<file path="config.mk">
export PLATFORM = sky130hd
export DESIGN_NAME = keypad_event_debounce
export DESIGN_NICKNAME = d
export VERILOG_FILES = /design/src/rtl/keypad_event_debounce.sv
export SDC_FILE = /design/constraint.sdc
export NUM_CORES = 1
export LEC_CHECK = 0
export ABC_AREA = 1
export BUFFER_PORTS_ARGS = -buffer_cell sky130_fd_sc_hd__buf_2
export CAP_MARGIN = 20
export CORE_MARGIN = 3
export CORE_UTILIZATION = 42
export DETAILED_ROUTE_END_ITERATION = 8
export SLEW_MARGIN = 15
export SYNTH_ARGS = -nofsm -noshare
export SYNTH_HDL_FRONTEND = slang
export SYNTH_SLANG_ARGS = --single-unit
</file>
<file path="constraint.sdc">
create_clock -name clk -period 2.2 [get_ports clk]
set_input_delay 0.11 -clock clk [delete_from_list [all_inputs] [get_ports clk]]
set_output_delay 0.11 -clock clk [all_outputs]
set_load 0.005 [all_outputs]
</file>
<file path="src/rtl/keypad_event_debounce.sv">
// Keypad event debouncer: two-flop synchroniser, press/release debounce FSM and
// a small first-word-fall-through event FIFO toward the vending-machine controller.
module keypad_event_debounce #(
  parameter int unsigned DEBOUNCE_CYCLES = 16,
  parameter int unsigned FIFO_DEPTH      = 4,
  parameter int unsigned CNT_W           = 16
) (
  input  logic                          clk,
  input  logic                          reset,
  input  logic [3:0]                    key_raw,
  output logic                          evt_valid,
  output logic [3:0]                    evt_code,
  input  logic                          evt_ready,
  output logic [$clog2(FIFO_DEPTH):0]   fifo_count,
  output logic                          key_held,
  output logic                          overflow,
  input  logic                          clear_overflow
);

  localparam int unsigned       PW         = $clog2(FIFO_DEPTH);
  localparam int unsigned       CW         = PW + 1;
  localparam logic [CNT_W-1:0]  CNT_LIMIT  = CNT_W'(DEBOUNCE_CYCLES);
  localparam logic [CW-1:0]     FULL_COUNT = CW'(FIFO_DEPTH);

  typedef enum logic [1:0] {IDLE, CAND, PRESSED, REL} state_t;

  logic [3:0]       sync1_q, sync2_q;
  state_t           state_q, state_d;
  logic [3:0]       cand_q, cand_d;
  logic [CNT_W-1:0] cnt_q, cnt_d, cnt_inc;
  logic             push;

  logic [3:0]       mem_q [FIFO_DEPTH];
  logic [3:0]       mem_d [FIFO_DEPTH];
  logic [PW-1:0]    wr_ptr_q, wr_ptr_d, rd_ptr_q, rd_ptr_d;
  logic [CW-1:0]    count_q, count_d;
  logic             overflow_q, overflow_d;
  logic             pop, full, do_push, drop;

  always_ff @(posedge clk or negedge reset) begin
    if (!reset) begin
      sync1_q <= '0;
      sync2_q <= '0;
    end else begin
      sync1_q <= key_raw;
      sync2_q <= sync1_q;
    end
  end

  always_ff @(posedge clk or negedge reset) begin
    if (!reset) begin
      state_q <= IDLE;
      cand_q  <= '0;
      cnt_q   <= '0;
    end else begin
      state_q <= state_d;
      cand_q  <= cand_d;
      cnt_q   <= cnt_d;
    end
  end

  always_comb begin
    state_d = state_q;
    cand_d  = cand_q;
    cnt_d   = cnt_q;
    push    = 1'b0;
    cnt_inc = cnt_q + CNT_W'(1);
    case (state_q)
      IDLE: begin
        if (sync2_q != '0) begin
          state_d = CAND;
          cand_d  = sync2_q;
          cnt_d   = CNT_W'(1);
        end
      end
      CAND: begin
        if (sync2_q == cand_q) begin
          if (cnt_inc == CNT_LIMIT) begin
            push    = 1'b1;
            state_d = PRESSED;
            cnt_d   = '0;
          end else begin
            cnt_d = cnt_inc;
          end
        end else if (sync2_q == '0) begin
          state_d = IDLE;
          cnt_d   = '0;
        end else begin
          cand_d = sync2_q;
          cnt_d  = CNT_W'(1);
        end
      end
      PRESSED: begin
        if (sync2_q != cand_q) begin
          state_d = REL;
          cnt_d   = CNT_W'(1);
        end
      end
      REL: begin
        // Any code other than the held one, including a different key, counts as release.
        if (sync2_q == cand_q) begin
          state_d = PRESSED;
          cnt_d   = '0;
        end else if (cnt_inc == CNT_LIMIT) begin
          state_d = IDLE;
          cnt_d   = '0;
        end else begin
          cnt_d = cnt_inc;
        end
      end
      default: state_d = IDLE;
    endcase
  end

  always_comb begin
    key_held = (state_q == PRESSED) || (state_q == REL);
  end

  always_comb begin
    evt_valid  = (count_q != '0);
    evt_code   = evt_valid ? mem_q[rd_ptr_q] : '0;
    fifo_count = count_q;
    overflow   = overflow_q;
    pop        = evt_valid && evt_ready;
    full       = (count_q == FULL_COUNT);
    // When full, a same-cycle pop frees the head slot, which is where wr_ptr points.
    do_push    = push && (!full || pop);
    drop       = push && full && !pop;

    mem_d = mem_q;
    if (do_push) begin
      mem_d[wr_ptr_q] = cand_q;
    end
    wr_ptr_d = do_push ? wr_ptr_q + PW'(1) : wr_ptr_q;
    rd_ptr_d = pop ? rd_ptr_q + PW'(1) : rd_ptr_q;

    case ({do_push, pop})
      2'b10:   count_d = count_q + CW'(1);
      2'b01:   count_d = count_q - CW'(1);
      default: count_d = count_q;
    endcase

    if (drop) begin
      overflow_d = 1'b1;
    end else if (clear_overflow) begin
      overflow_d = 1'b0;
    end else begin
      overflow_d = overflow_q;
    end
  end

  always_ff @(posedge clk or negedge reset) begin
    if (!reset) begin
      mem_q      <= '{default: '0};
      wr_ptr_q   <= '0;
      rd_ptr_q   <= '0;
      count_q    <= '0;
      overflow_q <= 1'b0;
    end else begin
      mem_q      <= mem_d;
      wr_ptr_q   <= wr_ptr_d;
      rd_ptr_q   <= rd_ptr_d;
      count_q    <= count_d;
      overflow_q <= overflow_d;
    end
  end

endmodule

</file>
# Yosys cells after proc, flatten, opt, wreduce, memory -nomap -nowiden
# Cells that the tools add are included.
# totals
regBits	54
inputBits	8
output_inout_bits	10
elab_cells	90
# op_classes
add_sub_neg	5
magnitude_cmp	3
eq_ne	16
n_mux	32
bitwise	2
n_reduce_logical	19
# op_table
op	count
$mux 16	5
$pmux 16 s4	1
$mux 4	7
$add 16x1->16 const B	1
$bwmux 16	1
$eq 16x5->1 const B	1
$mux 2	7
$ne 3x3->1 const B	3
$bmux 4 s2	1
$demux 4 s2	1
$ne 2x2->1 const B	4
$pmux 2 s4	1
$pmux 4 s2	1
$eq 2x2->1 const B	3
$ge 3x3->1 const B	2
$mux 1	6
$not 2->3	2
$pmux 3 s2	1
$reduce_bool 2->1	3
$logic_and 1x1->1	5
$reduce_and 5->1	1
$add 2x1->2 const B	2
$eq 2x1->1 const B	2
$eq 4x4->1	1
other kinds (13)	15

# Depth between registers and ports, before layout
# Gate-level depths: netlist (run 1).
# depth
word_depth	8
depth_mapped	20
depth_no_buf	20

# Worst setup path after synthesis (run 1)
# Ideal clock, no wire load.
# synth_timing
kind	register to register
from	register cnt_q[1]
to	register count_q[2], in the netlist fifo_count[2]
setup_time_ps	117
arrival_ps	2275
required_time_ps	2083
setup_slack_ps	-191
path_stages_with_launch	18
path_buffers	0
synth_period_minus_slack_ps	2391
path_cell_list	dfrtp_1 -> ha_1 -> nand3_2 -> nor2_4 -> nand3_1 -> nand2_1 -> nand2_1 -> nor2_2 -> nand2_1 -> nor2_4 -> nand2_4 -> nand2_1 -> inv_1 -> fa_1 -> inv_1 -> nand2_1 -> nand3_1 -> nand2_1
# synth_between
elab_chain_len	8
word_cells_on_any_way	10
cone_classes	add/sub: 1; eq/ne: 3; mux: 4; reduce/logical: 2
# synth_rtl
element	line	source
start, declared	30	logic [CNT_W-1:0] cnt_q, cnt_d, cnt_inc;
start signal, assigned	58	cnt_q <= cnt_d;
$add 16x1->16 *	67	cnt_inc = cnt_q + CNT_W'(1);
$eq 16x5->1 *	78	if (cnt_inc == CNT_LIMIT) begin
$mux 1 *	78	
$mux 1 *	77	if (sync2_q == cand_q) begin
$mux 1 *	68	case (state_q)
$logic_and 1x1->1 *	127	do_push = push && (!full || pop);
$eq 2x1->1 or $eq 2x2->1 (tied branches)	137	case ({do_push, pop})
$pmux 3 s2 or $reduce_bool 2->1 (tied branches)	n/a	
end signal, assigned	163	count_q <= count_d;
end, declared	36	logic [CW-1:0] count_q, count_d;
# Every way passes the cells marked *; elsewhere a longest branch is shown, timed or not.
# A chain may end at the register's enable or synchronous reset.

# Worst setup path in the final report (run 1)
# layout_timing
from	register cnt_q[0]
to	register count_q[2], in the netlist fifo_count[2]
# Same word-level chain as after synthesis.

==> results.yml, run 1 <==
run_status:
  status: "complete, but fails checks"
  violations: "negative setup slack"
cts:
  cts.clk_slew.worst_paths_ns: 0.11
  cts.sinks: 54
  ctsRootBufferMaster: "clkbuf_8"
  cts_max_level: 2
  cts_buffers: 5
  clkLatencyLatePin_ns: 0.32
  clockBufferDepth: 2
  cts_tree: "built"
timing:
  maxClockFrequency_mhz: 413.6
  drv_slew: 0
  clock_skew_ns: 0.01427
  fin_crit_sh_pct: 109.9
  slew_headroom_pct: 60.56
  rsz0062_at_grt: "yes"
  setup_ws_ns: -0.2175
  worstMarginPinSlew_ns: 0.5916
  finalSetupViolCount: 21
  timing.setup.tns_ns: -2.908
  period_needed_ns: 2.418
  hold_viol_final: 0
global_route:
  grt_pass1_vias: 2367
  grtUsageTotal_pct: 17.72
  grt_pass1_wl_um: 10830
  grt_overflow_total: 0
  antenna_found_initial: 0
  grt_max_degree: 30
die:
  die_w_um: 88.16
  start_util_pct: 43.90
  die_area_um2: 7772
  fp-row-count: 29
  pin_count: 18
  die_y_um: 88.16
  core-area_um2: 6459
setup_path:
  cp_cell_sequence: "buf_4 -> inv_1 -> nor2_4 -> nand2_1 -> nand2_1 -> nand2_1 -> nor2_1 -> nand2_1 -> nor2_2 -> nand2_2 -> nor2_4 -> nand2_4 -> nand2_4 -> inv_2 -> fa_2 -> nand2_2 -> nand2_1 -> nand2_1 -> nand2_1"
  cp_max_fo: 6
  critPathBufInv: 3
  cp.arrival_ns: 2.62
  path_class: "flip-flop to flip-flop"
  slowest_delay_ns: 0.40
  required_ns: 2.41
  path_delay_family: "simple AND/OR/NAND/NOR gates"
  crit_top_cell: "nand2_1"
  startpoint_type: "flip-flop"
  cp_slowest_cell: "dfrtp_1"
  cp-end-kind: "flip-flop"
route:
  drt-vias-per-instance: 4.976
  drcViolationCount: 0
  drt-initial-drc-count: 118
  wl_met2_um: 2847
  ant_nets: 0
  dr.max_layer_used: "met4"
  vias: 2458
  wl_um: 6378
  wl_met1_um: 3257
  wl_met3_um: 180
  post_drt_wl_per_cell_um: 12.91
  drtPass1Iterations: 4
finish:
  multi_input_area_um2: 1376
  fill_cells: 598
  drive_gt1_share_pct: 24.46
  diodes: 0
  final_util_pct: 55.09
  design_area_um2: 3558
  fin_nets: 430
  register_area_um2: 1353
  final_cell_mix: "83 x nand2_1, 53 x dfrtp_1, 42 x inv_1"
  final_cells: 494
  final_common_cell: "nand2_1"
  syn2layout_area_growth_pct: 25.51
yosys:
  ys_seq_area_share_pct: 47.66
  syn_nets: 367
  synth-async-reset-ratio_pct: 100.0
  avgSynthCellArea_um2: 8.032
  syn_area_um2: 2835
  ys_warn_count: 0
  syn-instance-count: 353
  synth_edf_count: 0
  synth-main-ff-cell: "dfrtp_1"
  ys_ff_latch: 54
  yosysUniqueCellTypes: 30
placement:
  dp_worst_setup_slack_ns: -0.1916
  postPlaceCellArea_um2: 3224
  gp_congestion: 0.8661
  portBuffers: 17
  hpwl_um: 4571
  place_inst: 469
job:
  drv_cap: 0
power:
  powerDensity_nw_per_um2: 582.6
  ir_drop_uv: 291.0
  leakagePower_nw: 1.745
hold_path:
  min_path_type: "input port to flip-flop"
timing repair:
action / 4_1_cts / 5_1_grt
gates resized for setup: 7 / 16
pin swaps: 11 / 13
endpoints found under the setup margin: 20 / 27
buffers inserted: 3 / 10
endpoints found under the hold margin: 30 / 0
hold buffers: 6 / 0
registers in the layout, summed over array words and instances, names as in the netlist, named ones only:
name        count
cnt_q          16
mem_q          16
cand_q          4
sync1_q         4
sync2_q         4
fifo_count      3
rd_ptr_q        2
wr_ptr_q        2
overflow        1
state_q         1
tightest hold or removal path: cells and delay by family:
family / cells / cell delay (ns)
compound gates: 1 / 0.09
buf+inv: 2 / 0.11
simple gates: 1 / 0.12
metrics by stage:
| stage | total power, mW | hold slack, ns |
|---|---|---|
| after floorplan | 1.234 | -0.1856 |
| after global placement | 1.349 | 0.1456 |
| after detailed placement | 1.353 | 0.1485 |
| after CTS | 2.088 | 0.1587 |
| after global routing | 2.179 | 0.2164 |
| final | 2.073 | 0.1595 |
cell families (layout without fill, tap and decap cells):
kind of cell / count (synthesis) / in the layout / share of synthesized area, %
buf+inv: 49 / 113 / 6.531
xor+xnor: 8 / 8 / 2.471
simple gates: 181 / 181 / 29.88
flops: 54 / 54 / 47.66
fa+ha+maj: 6 / 6 / 2.913
compound gates: 55 / 55 / 10.55
area by class of cell:
type                            count  area share [%]
Sequential cell                    54           38.01
Clock buffer                        6           2.321
Tap cell                           77           2.707
Multi-Input combinational cell    250           38.68
Timing Repair Buffer               59           12.34
Clock inverter                      2           1.090
Inverter                           46           4.852
layer usage:
metal	GRT usage, %	vias up
met3	3.669	8
met4	5.495	0
met5	0	-
met1	24.97	1154
met2	27.40	40
li1	-	1256
worst paths after layout:
kind,startpoint,end,slack [ns],cells past startpoint
max,cnt_q[0],fifo_count[2],-0.22,19
min in group asynchronous,reset,mem_q[9],0.32,2
min reg2reg,sync1_q[3],sync2_q[3],0.36,0
max reg2reg,cnt_q[0],fifo_count[2],-0.22,19
max in group asynchronous,reset,cnt_q[2],1.30,3
min,evt_ready,overflow,0.16,4
synthesized netlist by cell type, drive strengths merged, types with 4 or more instances:
cell type / instances / share of area, %
dfrtp: 54 / 48
nand3: 20 / 3.7
ha: 5 / 2.2
nand2: 104 / 15
o22ai: 6 / 1.3
nor2: 44 / 7.8
a21oi: 6 / 1.1
nor3: 4 / 1.1
o21ai: 39 / 7.0
inv: 46 / 6.1
xor2: 8 / 2.5
nand4: 8 / 1.8
where the power goes:
| part | total [mW] | internal [mW] | switching, mW |
|---|---|---|---|
| registers | 1.07 | 1.03 | 0.0425 |
| clock network | 0.723 | 0.375 | 0.348 |
| logic | 0.278 | 0.113 | 0.164 |
No activity file was read; power rests on OpenSTA's default activity.
==> inputs of run 2 (changes only) <==
Settings changed: ABC_AREA 1 to 0.
==> run 2 against run 1 <==
- the flow still finishes with violations (negative setup slack)
- global-route usage grew 0.48 points
- core utilization grew 5.8 points
- first-iteration DRC count shrank 33%
- non-clock buffer count grew 48
- power grew 20%
- routed wire length grew 12%
- design area grew 19%
- largest power group unchanged
==> results.yml, run 2 <==
cts:
  cts_buffers: 5
  cts.sinks: 54
  clkLatencyLatePin_ns: 0.31
  cts.clk_slew.worst_paths_ns: 0.10
  cts_tree: "built"
  ctsRootBufferMaster: "clkbuf_8"
  cts_max_level: 2
  clockBufferDepth: 2
global_route:
  grtUsageTotal_pct: 18.19
  antenna_found_initial: 0
  grt_max_degree: 28
  grt_pass1_vias: 2552
  grt_overflow_total: 0
  grt_pass1_wl_um: 12430
timing:
  slew_headroom_pct: 58.00
  rsz0062_at_grt: "yes"
  clock_skew_ns: 0.006267
  worstMarginPinSlew_ns: 0.6300
  hold_viol_final: 0
  timing.setup.tns_ns: -3.407
  setup_ws_ns: -0.5523
  fin_crit_sh_pct: 125.1
  period_needed_ns: 2.752
  finalSetupViolCount: 18
  drv_slew: 0
  maxClockFrequency_mhz: 363.3
route:
  drcViolationCount: 0
  wl_um: 7175
  drt-initial-drc-count: 79
  ant_nets: 0
  post_drt_wl_per_cell_um: 15.30
  drt-vias-per-instance: 5.183
  vias: 2431
  drtPass1Iterations: 4
die:
  core-area_um2: 6982
  die_area_um2: 8452
  die_w_um: 91.94
  pin_count: 18
  fp-row-count: 30
  die_y_um: 91.94
  start_util_pct: 44.43
finish:
  fin_nets: 386
  final_util_pct: 60.88
  final_cell_mix: "77 x buf_4, 48 x dfrtp_1, 19 x nand2_1"
  drive_gt1_share_pct: 49.06
  top_regs: "cnt_q: 16 flops, mem_q: 16 flops"
  final_common_cell: "buf_4"
  fill_cells: 607
  diodes: 0
  syn2layout_area_growth_pct: 37.03
yosys:
  synthXorXnorAreaFrac_pct: 3.388
  muxShareOfSynthArea_pct: 12.79
  yosysUniqueCellTypes: 64
  synthSimpleGateAreaFrac_pct: 21.62
  synth_top_family_by_area: "simple AND/OR/NAND/NOR gates"
  synth.area.top_cells: "dfrtp_1 44%, mux2_4 7.7%, mux4_2 2.9%, xnor2_1 2.8%, nand2_8 2.6%"
  synth_compound_area_share_pct: 12.30
  synth_edf_count: 0
  synth-async-reset-ratio_pct: 100.0
  yosys.area.top_type_share_pct: 43.57
  ys_seq_area_share_pct: 43.57
  synthAdderAreaFrac_pct: 2.662
  synth-main-ff-cell: "dfrtp_1"
  ys_ff_latch: 54
  syn_area_um2: 3102
  avgSynthCellArea_um2: 11.49
  syn_nets: 284
  synth_top_cells_by_count: "54 x dfrtp_1, 21 x nand2_1, 16 x mux2_4, 15 x o21ai_0, 13 x nor2_1"
  yosysMostFrequentCell: "dfrtp_1"
  syn-instance-count: 270
  ys_warn_count: 0
  yosysTopAreaCell: "dfrtp_1"
setup_path:
  startpoint_type: "flip-flop"
  cp_cell_sequence: "ha_4 -> nand2_4 -> nor4_4 -> or4_4 -> a21boi_2 -> and3_4 -> nor2_2 -> fa_2 -> or2_4 -> mux2_4 -> o2111a_1"
  path_class: "flip-flop to flip-flop"
  slowest_delay_ns: 0.45
  cp_slowest_cell: "dfrtp_2"
  cp_max_fo: 4
  cp-end-kind: "flip-flop"
  cp.arrival_ns: 2.95
  required_ns: 2.40
placement:
  dp_worst_setup_slack_ns: -0.6546
  gp_congestion: 0.8234
  hpwl_um: 5184
  portBuffers: 17
power:
  ir_drop_uv: 322.0
  leakagePower_nw: 1.938
  powerDensity_nw_per_um2: 583.9
run_status:
  status: "complete, but fails checks"
  violations: "negative setup slack"
hold_path:
  min_path_type: "input port to flip-flop"
job:
  drv_cap: 0
-- run 2: changes by cell type in the layout (fill, tap and decap cells not counted), sizes merged, moves of 8 or more --
cell   change
nand2     -79
buf       +47
inv       -40
nor2      -30
o21ai     -24
mux2      +21
xnor2     +10
nand3      -8
-- run 2: metrics by stage --
| stage | hold WS (ns) | instances | total power [mW] | area, um^2 |
|---|---|---|---|---|
| 2_1_floorplan | -0.1856 | 270 | 1.475 | 3143 |
| 3_3_place_gp | 0.1658 | 442 | 1.752 | 3812 |
| 3_5_place_dp | 0.1700 | 442 | 1.783 | 3812 |
| 4_1_cts | 0.1365 | 462 | 2.499 | 4093 |
| 5_1_grt | 0.1541 | 469 | 2.635 | 4250 |
| 6_report | 0.1426 | 469 | 2.482 | 4250 |
-- run 2: cell families after synthesis --
group	Yosys count
AOI/OAI and AO/OA	54
xor gates and xnor gates	12
adders and majority gates	6
buffers and inverters	19
DFF	54
muxes	26
and+or+nand+nor	99
-- run 2: layout make-up --
type                    instances  area [um^2]  area share, %
clock buffers                   6        72.57          1.707
repair buffers                107        842.1          19.81
clock inverters                 2        37.54         0.8831
inverters                       7        26.28         0.6182
flip-flops and latches         54         1359          31.97
multi-input cells             197         1793          42.18
well taps                      96        120.1          2.826
-- run 2: layer usage --
| layer | up-vias | global-route usage, % | routed length [um] |
|---|---|---|---|
| met5 | - | 0 | 0 |
| met4 | 0 | 4.208 | 157 |
| met3 | 14 | 3.445 | 163 |
| met2 | 27 | 29.99 | 3621 |
| met1 | 1200 | 24.87 | 3232 |
| li1 | 1190 | - | - |
-- run 2: final timing paths --
path | to | from | slack [ns] | cells after the start
setup / recovery | fifo_count[1] | cnt_q[0] | -0.55 | 11
hold / removal | rd_ptr_q[0] | evt_ready | 0.14 | 3
setup reg to reg | fifo_count[1] | cnt_q[0] | -0.55 | 11
hold reg to reg | sync2_q[3] | sync1_q[3] | 0.36 | 0
max in group asynchronous | cnt_q[10] | reset | 1.24 | 3
min in group asynchronous | mem_q[15] | reset | 0.35 | 2
-- run 2: critical path: cells and delay by family (launching register included) --
kind                       cells  cell delay [ns]
DFF                            1             0.45
and+or+nand+nor                6             1.03
adders and majority gates      2             0.59
AOI/OAI and AO/OA              2             0.31
muxes                          1             0.26
-- run 2: power by group --
group / total, mW / internal, mW / leakage (nW) / switching (mW)
registers: 1.12 / 1.05 / 0.692 / 0.0728
clock network: 0.676 / 0.340 / 0.0514 / 0.336
logic: 0.681 / 0.366 / 1.19 / 0.315
-- run 2: what timing repair did --
action | 4_1_cts | 5_1_grt
setup endpoints to repair | 31 | 33
gates cloned | 0 | 1
hold endpoints to repair | 29 | 0
pin swaps | 9 | 10
gates resized for setup | 11 | 24
hold buffers | 6 | 0
setup buffers | 6 | 6
